File: config.mk
export PLATFORM = sky130hd
export DESIGN_NAME = pwm_multi_ch
export DESIGN_NICKNAME = d
export VERILOG_FILES = /design/src/rtl/pwm_multi_ch.sv
export SDC_FILE = /design/constraint.sdc
export NUM_CORES = 1
export LEC_CHECK = 0
export CAP_MARGIN = 20
export CORE_ASPECT_RATIO = 1.5
export CORE_MARGIN = 5
export CORE_UTILIZATION = 45
export DETAILED_ROUTE_END_ITERATION = 7
export PLACE_DENSITY = 0.61
export SETUP_SLACK_MARGIN = 0.05
export SLEW_MARGIN = 10
export SYNTH_ARGS = -nofsm -noshare
export SYNTH_HDL_FRONTEND = slang
export SYNTH_SLANG_ARGS = --single-unit
File: constraint.sdc
create_clock -name clk -period 3.3 [get_ports clk]
set_clock_uncertainty 0.1 [all_clocks]
set_input_delay 0.33 -clock clk [delete_from_list [all_inputs] [get_ports clk]]
set_output_delay 0.33 -clock clk [all_outputs]
set_load 0.02 [all_outputs]
File: src/rtl/pwm_multi_ch.sv
`default_nettype none
//------------------------------------------------------------------------------
// Module   : pwm_multi_ch
// Brief    : Multi-channel PWM generator sharing one period counter. Each
//            channel has a shadow duty register that is written by the host
//            and an active duty register loaded at reload events, so duty and
//            period updates never glitch a running period.
//            Optional macro PWM_CENTER_ALIGN_EN adds input center_mode and
//            an up/down counting mode. Without the macro, only edge-aligned
//            counting is built.
// Revision : 1.0 - initial release
//------------------------------------------------------------------------------
module pwm_multi_ch #(
   parameter int CHANNELS  = 4,
   parameter int CNT_WIDTH = 8
) (
   input  logic                                             clk,
   input  logic                                             rst_n,
   input  logic                                             en,
`ifdef PWM_CENTER_ALIGN_EN
   input  logic                                             center_mode,
`endif
   input  logic [CNT_WIDTH-1:0]                             period,
   input  logic                                             duty_wr,
   input  logic [$clog2(CHANNELS > 1 ? CHANNELS : 2)-1:0]   duty_ch,
   input  logic [CNT_WIDTH-1:0]                             duty_val,
   output logic [CHANNELS-1:0]                              pwm_out,
   output logic                                             period_end
);

   localparam int CH_W = $clog2(CHANNELS > 1 ? CHANNELS : 2);

   logic [CNT_WIDTH-1:0] cnt;
   logic [CNT_WIDTH-1:0] period_act;
   logic                 reload;

`ifdef PWM_CENTER_ALIGN_EN
   logic                 mode_act;   // center mode latched at reload
   logic                 dir_down;   // 1 while counting down in center mode

   // Center mode: cnt returns to 0 only at the start of a period, so cnt==0
   // marks both the first start and the end of each down-count.
   assign reload = mode_act ? (cnt == '0) : (cnt == period_act);
`else
   assign reload = (cnt == period_act);
`endif

   // Shared period counter, active period register and reload pulse
   always_ff @(posedge clk or negedge rst_n) begin
      if (!rst_n) begin
         cnt        <= '0;
         period_act <= '0;
         period_end <= 1'b0;
`ifdef PWM_CENTER_ALIGN_EN
         mode_act   <= 1'b0;
         dir_down   <= 1'b0;
`endif
      end else if (!en) begin
         // Parked: keep the active settings tracking the inputs so that a
         // re-enable starts a fresh period with current values.
         cnt        <= '0;
         period_act <= period;
         period_end <= 1'b0;
`ifdef PWM_CENTER_ALIGN_EN
         mode_act   <= center_mode;
         dir_down   <= 1'b0;
`endif
      end else begin
         period_end <= reload;
         if (reload) begin
            period_act <= period;
`ifdef PWM_CENTER_ALIGN_EN
            mode_act   <= center_mode;
            dir_down   <= 1'b0;
            // A center reload happens on the cnt=0 cycle, which is already
            // the first cycle of the new period, so counting resumes at 1.
            if (mode_act && (period != '0)) begin
               cnt <= CNT_WIDTH'(1);
            end else begin
               cnt <= '0;
            end
`else
            cnt        <= '0;
`endif
         end else begin
`ifdef PWM_CENTER_ALIGN_EN
            if (mode_act) begin
               if (dir_down) begin
                  cnt <= cnt - CNT_WIDTH'(1);
               end else if (cnt == period_act) begin
                  dir_down <= 1'b1;
                  cnt      <= cnt - CNT_WIDTH'(1);
               end else begin
                  cnt <= cnt + CNT_WIDTH'(1);
               end
            end else begin
               cnt <= cnt + CNT_WIDTH'(1);
            end
`else
            cnt <= cnt + CNT_WIDTH'(1);
`endif
         end
      end
   end

   for (genvar i = 0; i < CHANNELS; i++) begin : g_ch
      logic [CNT_WIDTH-1:0] shadow;
      logic [CNT_WIDTH-1:0] active;
      logic                 pwm_q;

      // Per-channel shadow write, active load at reload/park, output compare
      always_ff @(posedge clk or negedge rst_n) begin
         if (!rst_n) begin
            shadow <= '0;
            active <= '0;
            pwm_q  <= 1'b0;
         end else begin
            if (duty_wr && (duty_ch == CH_W'(i))) begin
               shadow <= duty_val;
            end
            // Uses the shadow value from before this edge, so a write on the
            // reload cycle waits for the following reload.
            if (!en || reload) begin
               active <= shadow;
            end
            pwm_q <= en && (cnt < active);
         end
      end

      assign pwm_out[i] = pwm_q;
   end

endmodule
`default_nettype wire

==> flow_summary_export.csv <==
group,metric,value,unit
pwr,p_per_area,597,nW/um2
sta,min_period,2.48,ns
worst_hold_path,hold_path_end,"g_ch[2].active[4]",
route,routedWlPerCell,16.9,um
sta,period_share,0.750,
sta,slew_headroom,0.565,
cts,htree_levels,3,
floorplanning,chipWidth,88.1,um
logic_synthesis,synthAdderAreaFrac,0.0881,
logic_synthesis,ys_seq_area_frac,0.516,
cells_and_area,drive_above_1_share,0.267,
logic_synthesis,synth_async_sr_flop_share,1.00,
grt,grt.overflow.total,0,
logic_synthesis,avgSynthCellArea,13.6,um2
pwr,ir_drop,354,uV
cts,cts_root_buf,"clkbuf_16",
setup_path,critPathKind,"register to register",
logic_synthesis,synth-compound-area-share,0.0319,
logic_synthesis,yosysMostFrequentCell,"dfrtp_1",
logic_synthesis,ys_warn_count,0,
run,maxCapViolCount,0,
cts,cts_resized,0,
worst_hold_path,holdCritStartpoint,"g_ch[2].shadow[4]",
floorplanning,start_util,0.464,
logic_synthesis,synth_edf_count,0,
worst_hold_path,hold-path-cell-count,1,
cts,cts_setup_buffers,0,
route,num_vias,2356,
sta,grt_setup_unrepaired,"no",
setup_path,r2r_end,"g_ch[1].active[3]",
setup_path,r2r-start,"cnt[5]",
floorplanning,die_y,127,um
setup_path,cp.arrival,2.59,ns
placement,dp.cells,430,
cts,cts.reportedPaths.clkPinSlew,0.06,ns
logic_synthesis,ys_top_cells_by_area,"dfrtp_1 52%, mux2_2 13%, ha_1 8.8%",
setup_path,start_kind,"register",
placement,dp_hpwl,5310,um
floorplanning,boundaryPins,27,
grt,antenna_found_initial,0,
cts,clockBufferDepth,2,
sta,setup_viol,0,
route,antenna_left,0,
cells_and_area,fin_cells,447,
sta,max_freq,404,MHz
placement,io_buffers,26,
route,drc,0,
cts,clock_sinks,85,
logic_synthesis,ys_seq_elements,85,
route,first_iter_violations,69,
logic_synthesis,syn_nets,353,
route,drtPass1Iterations,4,
floorplanning,coreArea,8880,um2
cells_and_area,multi_input_area,1760,um2
grt,grt_max_degree,86,
logic_synthesis,muxShareOfSynthArea,0.215,
logic_synthesis,syn_inst,302,
logic_synthesis,yosys-top-cells-count,"85 x dfrtp_1, 49 x mux2_2, 29 x ha_1, 29 x inv_1, 20 x mux2_4",
cells_and_area,seq_area,2130,um2
logic_synthesis,synth_xor_area_frac,0.0298,
logic_synthesis,synth_top_family_by_area,"multiplexers",
logic_synthesis,yosys.area_share.simple,0.0635,
cells_and_area,antenna_cells,0,
setup_path,r2r_slack,0.82,ns
route,drt-total-wl,7570,um
floorplanning,fp-row-count,42,
pwr,power,0.00284,W
sta,drv_slew,0,
cts,cts_tree,"built",
sta,hold_viol_final,0,
sta,finalSetupTns,0,ns
cells_and_area,fin_util,0.535,
setup_path,rr_worst_depth,6,
setup_path,crit_fanout,31,
placement,placed_area,4420,um2
logic_synthesis,yosys.cell_types.count,29,
placement,gp_congestion,0.778,
grt,track_usage,0.151,
worst_hold_path,hp-class,"register to register",
cells_and_area,fill_cells,771,
route,viasPerCell,5.27,
logic_synthesis,synth_area_leader_cell,"dfrtp_1",
sta,worstMarginPinSlew,0.650,ns
setup_path,endpoint_kind,"register",
setup_path,worst-endpoint-required,3.42,ns
cts,ctsHoldBuffers,0,
logic_synthesis,synthFlopType,"dfrtp_1",
logic_synthesis,synth_area,4120,um2
run_status,run_status,"completed",
cts,numCtsBuffers,9,
floorplanning,die_area,11200,um2
pwr,p_leak,2.30,nW
grt,grt_pass1_vias,2444,
cells_and_area,final_nets,384,
cts,clk_latency,0.33,ns
logic_synthesis,synth_top_cell_area_share,0.516,
cells_and_area,post-route-cell-area,4750,um2
grt,grt_pass1_wl,12700,um
cells_and_area,area_growth_syn_to_layout,15.4,%
## cells by family after synthesis
family          after synthesis
flops                        85
fa+ha+maj                    29
simple gates                 45
compound gates               18
xor+xnor                     14
mux                          72
buf+inv                      39
## layer usage
layer  wire length (um)  GRT usage
met5                  0          0
met4                136     0.0560
met3                266     0.0419
met2               3760      0.235
met1               3410      0.201
## critical path: stages, from the launching register on
cell     delay [ns]
dfrtp_1        0.52
xor2_1         0.23
nor4_2         0.31
nand2_1        0.11
nand2_2        0.41
buf_12         0.29
mux2_2         0.37
## flip-flops by register name, indices dropped and copies added (netlist names)
register / flops
period_end: 1
g_ch.shadow: 32
g_ch.active: 32
g_ch.pwm_q: 4
period_act: 8
cnt: 8
## how the worst max path moves through the flow
stage          startpoint           endpoint  slack [ns]
3_3_place_gp       cnt[5]  g_ch[0].active[1]        0.83
2_1_floorplan      cnt[5]  g_ch[2].active[4]        1.38
5_1_grt            cnt[4]  g_ch[1].active[3]        0.63
6_report           cnt[5]  g_ch[1].active[3]        0.82
3_5_place_dp       cnt[5]  g_ch[1].active[3]        0.81
4_1_cts            cnt[5]  g_ch[1].active[3]        0.77
## final cells by class
class,count,area share
flip-flops and latches,85,0.447
multi-input cells,178,0.371
repair buffers,30,0.0663
clock buffers,12,0.0539
well taps,110,0.0289
inverters,29,0.0229
clock inverters,3,0.00947
## power breakdown
group,leakage [nW],internal (W),total [W],switching [W]
combinational,1.14,0.000289,0.000490,0.000202
sequential,1.02,0.00123,0.00134,0.000109
clock,0.141,0.000623,0.00101,0.000389
total,2.30,0.00214,0.00284,0.000700
## metrics by stage
stage	setup slack (ns)	hold WS, ns
final	0.824	0.395
after global routing	0.629	0.410
after CTS	0.768	0.125
after detailed placement	0.813	0.384
after global placement	0.827	0.372
after floorplan	1.38	-0.0656
## cells in the final DEF (no fill, tap or decap), types with 3 or more instances in the layout
cell type / n
nand3_1: 6
mux2_2: 49
inv_1: 29
xor2_1: 13
and3_1: 4
nor2_1: 10
nor3_1: 3
mux2_1: 3
nand2b_1: 4
clkbuf_16: 9
nand4_1: 7
ha_1: 29
dfrtp_1: 85
clkdlybuf4s50_1: 25
mux2_4: 20
a211oi_1: 6
nand3b_1: 5
a21o_1: 8
Power figures use the tool's default switching activity.
